`src/rtl/tt_um_asiclab_sum_uart_tx.sv`:
```
// -----------------------------------------------------------------------------
// tt_um_asiclab_sum_uart_tx
//
// Nibble-adder serial transmitter. A rising edge on uio_in[0] captures the
// two operand nibbles on ui_in, adds them into a 5-bit sum and sends the sum
// as an 8N1 UART frame (start, 8 data bits LSB first, stop) on uo_out[0].
//
// Ports:
//   clk      : tile clock
//   rst_n    : synchronous active-low reset
//   ena      : tile enable (always 1 when powered, ignored)
//   ui_in    : [7:4] operand A, [3:0] operand B
//   uio_in   : [0] start trigger (rising edge), [7:1] unused
//   uo_out   : [0] txd, [1] busy, [2] done pulse, [7:3] latched sum
//   uio_out  : tied 0
//   uio_oe   : tied 0 (all uio pins are inputs)
// -----------------------------------------------------------------------------
module tt_um_asiclab_sum_uart_tx #(
    parameter int CLKS_PER_BIT = 4
) (
    input  logic       clk,
    input  logic       rst_n,
    input  logic       ena,
    input  logic [7:0] ui_in,
    input  logic [7:0] uio_in,
    output logic [7:0] uo_out,
    output logic [7:0] uio_out,
    output logic [7:0] uio_oe
);

    // Baud counter needs at least one bit even when CLKS_PER_BIT is 1.
    localparam int CW = (CLKS_PER_BIT > 1) ? $clog2(CLKS_PER_BIT) : 1;
    localparam logic [CW-1:0] BAUD_LAST = CW'(CLKS_PER_BIT - 1);

    typedef enum logic [1:0] {
        IDLE  = 2'd0,
        START = 2'd1,
        DATA  = 2'd2,
        STOP  = 2'd3
    } state_t;

    state_t          r_state;
    logic [CW-1:0]   r_baud_cnt;
    logic [2:0]      r_bit_idx;
    logic [7:0]      r_shift;
    logic [4:0]      r_sum;
    logic            r_txd;
    logic            r_busy;
    logic            r_done;
    logic            r_trig_q;

    logic [4:0]      w_sum;
    logic            w_accept;
    logic            w_bit_end;
    logic            w_unused_ok;

    // Zero-extend both nibbles so the carry lands in bit 4 (max 15+15 = 30).
    assign w_sum     = {1'b0, ui_in[7:4]} + {1'b0, ui_in[3:0]};
    assign w_accept  = uio_in[0] && !r_trig_q && (r_state == IDLE);
    assign w_bit_end = (r_baud_cnt == BAUD_LAST);

    // ena and the upper uio inputs have no function in this tile.
    assign w_unused_ok = &{1'b0, ena, uio_in[7:1]};

    assign uo_out  = {r_sum, r_done, r_busy, r_txd};
    assign uio_out = 8'h00;
    assign uio_oe  = 8'h00;

    // Trigger edge detect, frame sequencing and all registered outputs.
    always_ff @(posedge clk) begin
        if (!rst_n) begin
            r_state    <= IDLE;
            r_baud_cnt <= '0;
            r_bit_idx  <= 3'd0;
            r_shift    <= 8'h00;
            r_sum      <= 5'd0;
            r_txd      <= 1'b1;
            r_busy     <= 1'b0;
            r_done     <= 1'b0;
            r_trig_q   <= 1'b0;
        end else begin
            r_trig_q <= uio_in[0];
            r_done   <= 1'b0;
            case (r_state)
                IDLE: begin
                    r_txd <= 1'b1;
                    if (w_accept) begin
                        r_sum      <= w_sum;
                        r_shift    <= {3'b000, w_sum};
                        r_state    <= START;
                        r_txd      <= 1'b0;
                        r_busy     <= 1'b1;
                        r_baud_cnt <= '0;
                    end else begin
                        r_baud_cnt <= '0;
                    end
                end
                START: begin
                    if (w_bit_end) begin
                        r_baud_cnt <= '0;
                        r_bit_idx  <= 3'd0;
                        r_state    <= DATA;
                        r_txd      <= r_shift[0];
                        r_shift    <= r_shift >> 1;
                    end else begin
                        r_baud_cnt <= r_baud_cnt + CW'(1);
                    end
                end
                DATA: begin
                    if (w_bit_end) begin
                        r_baud_cnt <= '0;
                        if (r_bit_idx == 3'd7) begin
                            r_state <= STOP;
                            r_txd   <= 1'b1;
                        end else begin
                            r_bit_idx <= r_bit_idx + 3'd1;
                            r_txd     <= r_shift[0];
                            r_shift   <= r_shift >> 1;
                        end
                    end else begin
                        r_baud_cnt <= r_baud_cnt + CW'(1);
                    end
                end
                STOP: begin
                    if (w_bit_end) begin
                        // busy drops and done pulses on the same edge.
                        r_baud_cnt <= '0;
                        r_state    <= IDLE;
                        r_busy     <= 1'b0;
                        r_done     <= 1'b1;
                    end else begin
                        r_baud_cnt <= r_baud_cnt + CW'(1);
                    end
                end
                default: begin
                    r_state    <= IDLE;
                    r_baud_cnt <= '0;
                    r_txd      <= 1'b1;
                    r_busy     <= 1'b0;
                end
            endcase
        end
    end

endmodule

```
`config.mk`:
```
export PLATFORM = sky130hd
export DESIGN_NAME = tt_um_asiclab_sum_uart_tx
export DESIGN_NICKNAME = d
export VERILOG_FILES = /design/src/rtl/tt_um_asiclab_sum_uart_tx.sv
export SDC_FILE = /design/constraint.sdc
export NUM_CORES = 1
export LEC_CHECK = 0
export ABC_CLOCK_PERIOD_IN_PS = 1950
export BUFFER_PORTS_ARGS = -buffer_cell sky130_fd_sc_hd__buf_2
export CORE_MARGIN = 2
export CORE_UTILIZATION = 35
export DETAILED_ROUTE_END_ITERATION = 12
export PLACE_DENSITY = 0.68
export SETUP_SLACK_MARGIN = 0.05
export SLEW_MARGIN = 20
export SYNTH_ARGS = -nofsm -noshare
export SYNTH_HDL_FRONTEND = slang
export SYNTH_SLANG_ARGS = --single-unit
export TNS_END_PERCENT = 30
```
`constraint.sdc`:
```
create_clock -name clk -period 1.95 [get_ports clk]
set_input_delay 0.39 -clock clk [delete_from_list [all_inputs] [get_ports clk]]
set_output_delay 0.39 -clock clk [all_outputs]
set_load 0.01 [all_outputs]
```
==> summary.md, run 1 <==
For the number of warning messages in the yosys log, the log shows 0. In the post-synthesis netlist, the biggest area contributors are dfxtp_1, ha_1, buf_4. For the worst-skew pair, the clock arrives at the later sink with an insertion delay of 270 ps.

The run gives 17 as the largest net degree at the start of global routing. Excluding fillers, the count of instances in the completed layout stands at 212. The critical path endpoint category was a flop. The area share of the leading cell type in the synthesized netlist works out to 30.9%. The async set or reset register ratio after synthesis is 0%.

The count of buffers added on input and output ports is 18. The tools report the core box area as 3690 µm². After detailed placement, the total cell area comes to 1400 µm². In this run, post-CTS hold repair placed 0 buffers. The synthesized design contains 21 register bits. Measured on the finished design, the core utilization comes to 39.2%. Reg2reg setup slack: 340 ps.

The global-route wire length before repair is 3.81 mm, and the number of rows created at floorplan is 22. The detailed router finished its first iteration with 13 violations. The tools report the routed via count as 968.

After synthesis, the most frequently instantiated cells are dfxtp_1, buf_4, ha_1. The critical path is of the reg -> reg type. The top cell type by total area after synthesis was dfxtp_1. In this run the power density over the cells is 1220 nW/µm². The worst setup path is launched from a flop. The max-capacitance violation count came out at 0.

43 I/O pins were placed. Across every metal layer, demand over resource in global routing totals 11.4%. A synthesized cell averages 9.02 µm².

The share of the Yosys chip area taken by registers is 30.9%. Number of antenna violations at the first check in global routing: 0. Clock tree synthesis selected as its root buffer the cell clkbuf_8. After detailed routing, the number of remaining DRC violations is 0. The tools report the placer congestion estimate as 0.785. IR analysis of the VDD net gives a maximum drop of 0.554 mV. Before CTS, the worst setup slack after placement is 178 ps. For this design, the sink count on the clock tree is 21.

After clock tree synthesis, the clock-pin slew on the worst setup and hold paths is 90 ps. For this run the aggregate overflow at the end of global routing stands at 0. Among all flip-flop cells after synthesis, the most frequent one is dfxtp_1. Worst setup slack after layout: 343 ps.

The most common cell in the synthesized netlist is dfxtp_1. TritonCTS built the clock tree. After detailed placement, the design holds a cell count of 208.

In this run the tightest slew margin relative to its limit is 64.4%. The fmax was 622 MHz. The tools report the total count of hold-check failures in the final report as 0. In this run the vertical extent of the chip is 66.4 µm. The logs give 198 for the final layout net count and 43 for the number of distinct library cell variants in the gate-level netlist after synthesis. Average vias per placed instance: 4.57. The starting utilization of the core area was 36.9%; the synthesized instance count was 151. The cell area that synthesis handed to floorplanning was 1360 µm². Along the worst path, the maximum fanout reaches 12.

Number of filler cells placed in the layout: 400. For this run, the detailed router's first-pass iteration total came to 4. For the worst hold slack across all endpoints, the log shows 368 ps. The min-delay analysis places its worst path in the category in -> reg. In the final layout, flip-flops and latches occupy 420 µm². The clock arrives with 12.0 ps of skew. The number of nets with antenna violations after detailed routing was 0.

The area growth from synthesis to layout is 6.15%. The total number of H-tree levels was 1; the arrival time of the worst setup path was 1770 ps. The tools report the antenna cell count as 0.

The analysis attributes to cell leakage a power of 0.636 nW. Number of flops mapped to enable cells by yosys: 0. The longest clock path from root to sink contains 2 buffers. For the pin with the worst max-slew slack, the measured transition is 533 ps.

Cells with a size suffix above 1 make up 21.3% of the layout. The worst endpoint required time was 2120 ps. The run finished with clean final reports. The die is 66.4 µm wide. The area of all placed cells without fillers was 1450 µm²; the number of global-route vias before repair was 846. Power comes to 1.77 mW. The average routed wire per standard cell works out to 10.4 µm.

The number of buffers inserted during clock tree synthesis was 3. For the max-slew violation total from the final report, the log shows 0. The routed wire length came out at 2.21 mm. Setup repair after global routing left no endpoint under its margin.

The time the worst path needs with I/O delays and setup was 1610 ps; the summed negative setup slack over all endpoints was 0 ps. In the finished design, the share of the clock period the worst path needs comes to 82.4%. In the final layout, the multi-input gates occupy 787 µm². The total of endpoints with negative setup slack in the final report was 0.

The detailed placement HPWL is 1.71 mm, and the die outline area is 4410 µm².
where the power goes:
part / switching [mW] / internal, mW
clock network: 0.153 / 0.145
logic: 0.486 / 0.392
registers: 0.0611 / 0.534
total: 0.700 / 1.07
flip-flops by register name (all words and copies together), names as in the netlist:
signal	cells
r_shift	5
r_sum	5
r_bit_idx	3
r_baud_cnt	2
r_state	2
r_busy	1
r_done	1
r_trig_q	1
r_txd	1
metal layers:
layer	global-route usage [%]	up-vias	wire [µm]
li1	-	508	-
met1	15.2	436	1170
met2	16.4	19	897
met3	2.56	5	85
met4	6.89	0	57
met5	0	-	0
timing repair:
action                     CTS  global route
buffers inserted             0             0
setup endpoints to repair    0             1
gates resized for setup      0             1
placed cells by master, fill, tap and decap left out, types with 4 or more instances in the layout:
cell type	synthesis	final
a21oi_1	10	10
buf_2	4	18
conb_1	1	16
dfxtp_1	21	21
ha_1	13	12
inv_1	9	9
mux2i_1	5	5
nand2_1	12	12
nor2_1	10	10
nor2b_1	4	4
o21ai_0	4	4
worst paths after layout:
kind | start | to | cells after the start
worst min register to register | r_baud_cnt[0]$_SDFF_PP0_ | r_baud_cnt[0]$_SDFF_PP0_ | 1
worst min-delay path | uio_in[0] | r_trig_q$_SDFF_PN0_ | 2
worst max-delay path | r_state[1]$_SDFFE_PN0P_ | r_txd$_SDFFE_PN1P_ | 5
worst max register to register | r_state[1]$_SDFFE_PN0P_ | r_txd$_SDFFE_PN1P_ | 5
logic make-up (layout without fill, tap and decap cells):
kind of cell / Yosys count / in the layout / share of synthesized area, %
AND/OR/NAND/NOR: 40 / 40 / 15.6
other: 1 / 16 / 0.275
AO/OA/AOI/OAI: 34 / 34 / 19.2
multiplexers: 5 / 5 / 3.67
flip-flops: 21 / 21 / 30.9
adder cells (fa/ha/maj): 14 / 14 / 13.4
buffers and inverters: 34 / 32 / 15.7
XOR/XNOR: 2 / 2 / 1.29
critical path, cell delays in order, from the launching register on:
cell and delay (ps):
dfxtp_1 410, inv_1 110, ha_2 470, o21ai_0 120, o22a_1 180, o311ai_1 230
layout make-up:
| type | count | share of cell area, % |
|---|---|---|
| Clock inverter | 1 | 0.519 |
| Clock buffer | 3 | 2.85 |
| Timing Repair Buffer | 18 | 6.23 |
| Multi-Input combinational cell | 111 | 54.4 |
| Tap cell | 48 | 4.15 |
| Sequential cell | 21 | 29.1 |
| Inverter | 10 | 2.77 |
(Power assumes the default switching activity.)
==> run 2, diff against run 1 <==
Settings changed: ABC_CLOCK_PERIOD_IN_PS 1950 to 1500.
Clock period 1.95 ns to 1.5 ns, I/O delays scaled along.
==> summary.md, run 2 (synthesized netlist as in run 1, its figures left out) <==
The die is 66.4 µm tall. The tools report the sequential power share as 30.4%. The run gives 0 as the number of antenna violations at the first check in global routing. The clock network is responsible for 14.2% of the overall power. The tools report the root cell of the clock tree as clkbuf_8.

Across all hold checks on the routed design, the worst slack comes to 292 ps. TritonCTS built the clock tree. The flow ran to the end, and the final reports show no timing, DRC or antenna violations. The max-slew violation total from the final report is 0. Global routing used 12.1% of the available tracks.

Pin placement for this block handled 43 I/O pins. Across the VDD grid, the largest voltage drop is 0.746 mV. Row generation in the floorplan step produced 22 rows. The post-CTS setup-driven buffer insertion count was 0. The logs give 1.02 mW for the switching component of the power and 0 for the total of endpoints with negative setup slack in the final report. Once detail routing completed, the nets flagged for antenna violations numbered 0.

The tool flagged a number of max-cap violations equal to 0. The normalized max-slew margin was 60.7%. The switching fraction of total power was 38.6%. Once placement finished, the instance area stood at 1500 µm².

Timing would allow up to 720 MHz. The area of all placed cells without fillers is 1630 µm², and the maximum net fanout on the critical path is 7. For this run, design rule violations remaining after detail routing come to 0. Average routed wire per standard cell: 11.0 µm.

In the layout the commonest cells are buf_2, dfxtp_1, conb_1. 0 antenna diodes ended up in the layout. Buffers inserted during clock tree synthesis total 3. In the post-route analysis, the smallest setup slack over all paths is 111 ps. The pre-antenna-repair detailed-routing pass consisted of 4 iterations. The longest clock path from root to sink contains 2 buffers. The largest registers in the layout are r_shift x5, r_sum x5, r_bit_idx x3. The routed via count was 1036; the share of the clock period used by the worst path was 92.6%. The time the worst path needs with I/O delays and setup was 1390 ps; the total instance count after detailed placement was 222.

Setup repair after global routing could not meet its margin everywhere. The number of cells in the finished layout apart from fillers was 226. Summed over all cells, the static leakage comes to 0.707 nW. STA classifies the critical path startpoint as a flop. The final layout net count is 212, and the starting utilization of the core area is 36.9%. The clock-pin slew reported for the worst setup and hold paths after clock tree synthesis is 80 ps, and the global-route wire length before repair is 4.13 mm.

The tools report the number of global-route vias before repair as 978. The startpoint-to-endpoint class of the critical path is reg -> reg. The run gives 0.760 as the placer congestion estimate. Entering global routing, the biggest net connects 17 pins. Dividing the detail-routed via count by the number of cells gives 4.58. The internal portion of the total power is 1.62 mW.

The layout cell share with drive strength beyond 1 was 36.0%. The port buffer count came out at 18. The clock reaches the later pin of the worst-skew pair after 260 ps.

The area occupied by multi-input gates is 857 µm². For the final database, setup skew stands at 2.86 ps. The routed wire length was 2.48 mm. The type of the most critical hold path was in -> reg. At the placement stage, the worst setup path has a slack of -117 ps. Summed over all nets, the half-perimeter wirelength after detailed placement is 1.89 mm.

The logs give 55.4% for the combinational share of power and 0 for the total count of hold-check failures in the final report. The run gives 1570 ps as the arrival time of the worst setup path. The area growth from synthesis to layout is 19.5%. Fill cells in the final layout number 382. The slew at the pin closest to its max-slew limit came out at 589 ps. The first routing iteration left 16 violations.

The power per cell area was 1620 nW/µm²; the core box area was 3690 µm². The hold-fix buffer count after cts came out at 0. The aggregate global routing overflow came out at 0. CTS saw 21 sinks. STA classifies the critical path endpoint as a flop. The width of the chip is 66.4 µm.

The total number of H-tree levels was 1. Registers take 429 µm². The tools report the worst endpoint required time as 1680 ps. The run gives 4410 µm² as the die outline area.
-- run 2: changes by cell type in the layout (fill, tap and decap cells not counted), sizes merged --
| cell | change |
|---|---|
| clkinvlp | -1 |
| clkinv | +1 |
| buf | +14 |
-- run 2: metal layers --
layer | track usage [%] | wire length [µm]
met5 | 0 | 0
met4 | 6.12 | 53
met1 | 15.5 | 1140
met2 | 19.4 | 1200
met3 | 2.21 | 97
-- run 2: power groups by stage --
| stage | Clock [mW] | Combinational, mW | Sequential, mW |
|---|---|---|---|
| 2_1_floorplan | 0 | 0.978 | 0.785 |
| 6_report | 0.374 | 1.46 | 0.800 |
| 3_5_place_dp | 0 | 1.33 | 0.783 |
| 3_3_place_gp | 0 | 1.31 | 0.781 |
| 5_1_grt | 0.413 | 1.61 | 0.819 |
| 4_1_cts | 0.390 | 1.35 | 0.777 |
-- run 2: area by class of cell --
class                   instances  area share, %
clock buffers                   3           2.54
clock inverters                 1          0.307
inverters                      10           2.46
multi-input cells             111           52.7
flip-flops and latches         21           26.4
well taps                      48           3.69
repair buffers                 32           12.0
-- run 2: repair_timing --
item	in CTS	in global routing
endpoints found under the setup margin	11	15
gates cloned	0	0
pin swaps	3	4
gates resized for setup	5	17
-- run 2: worst max-delay path, cell delays in order (launching register included) --
cell and delay [ps]:
dfxtp_4 370, buf_4 140, ha_1 230, a21oi_2 110, buf_4 150, a21oi_1 80, a311oi_2 240
-- run 2: path summary, 6_finish.rpt --
path,start,endpoint,slack (ps),depth (start not counted)
max,r_state[0]$_SDFFE_PN0P_,r_shift[2]$_SDFFE_PN0P_,110,6
min,uio_in[0],r_trig_q$_SDFF_PN0_,290,2
max reg2reg,r_state[0]$_SDFFE_PN0P_,r_shift[2]$_SDFFE_PN0P_,110,6
min reg2reg,r_baud_cnt[0]$_SDFF_PP0_,r_baud_cnt[0]$_SDFF_PP0_,440,1
-- run 2: metrics by stage --
step | power (mW) | util (%) | setup TNS (ps)
floorplan | 1.76 | - | 0
global placement | 2.09 | 40.7 | -443
detailed placement | 2.11 | 40.7 | -574
CTS | 2.52 | 42.3 | 0
global route | 2.85 | 44.1 | 0
finish | 2.63 | 44.1 | 0
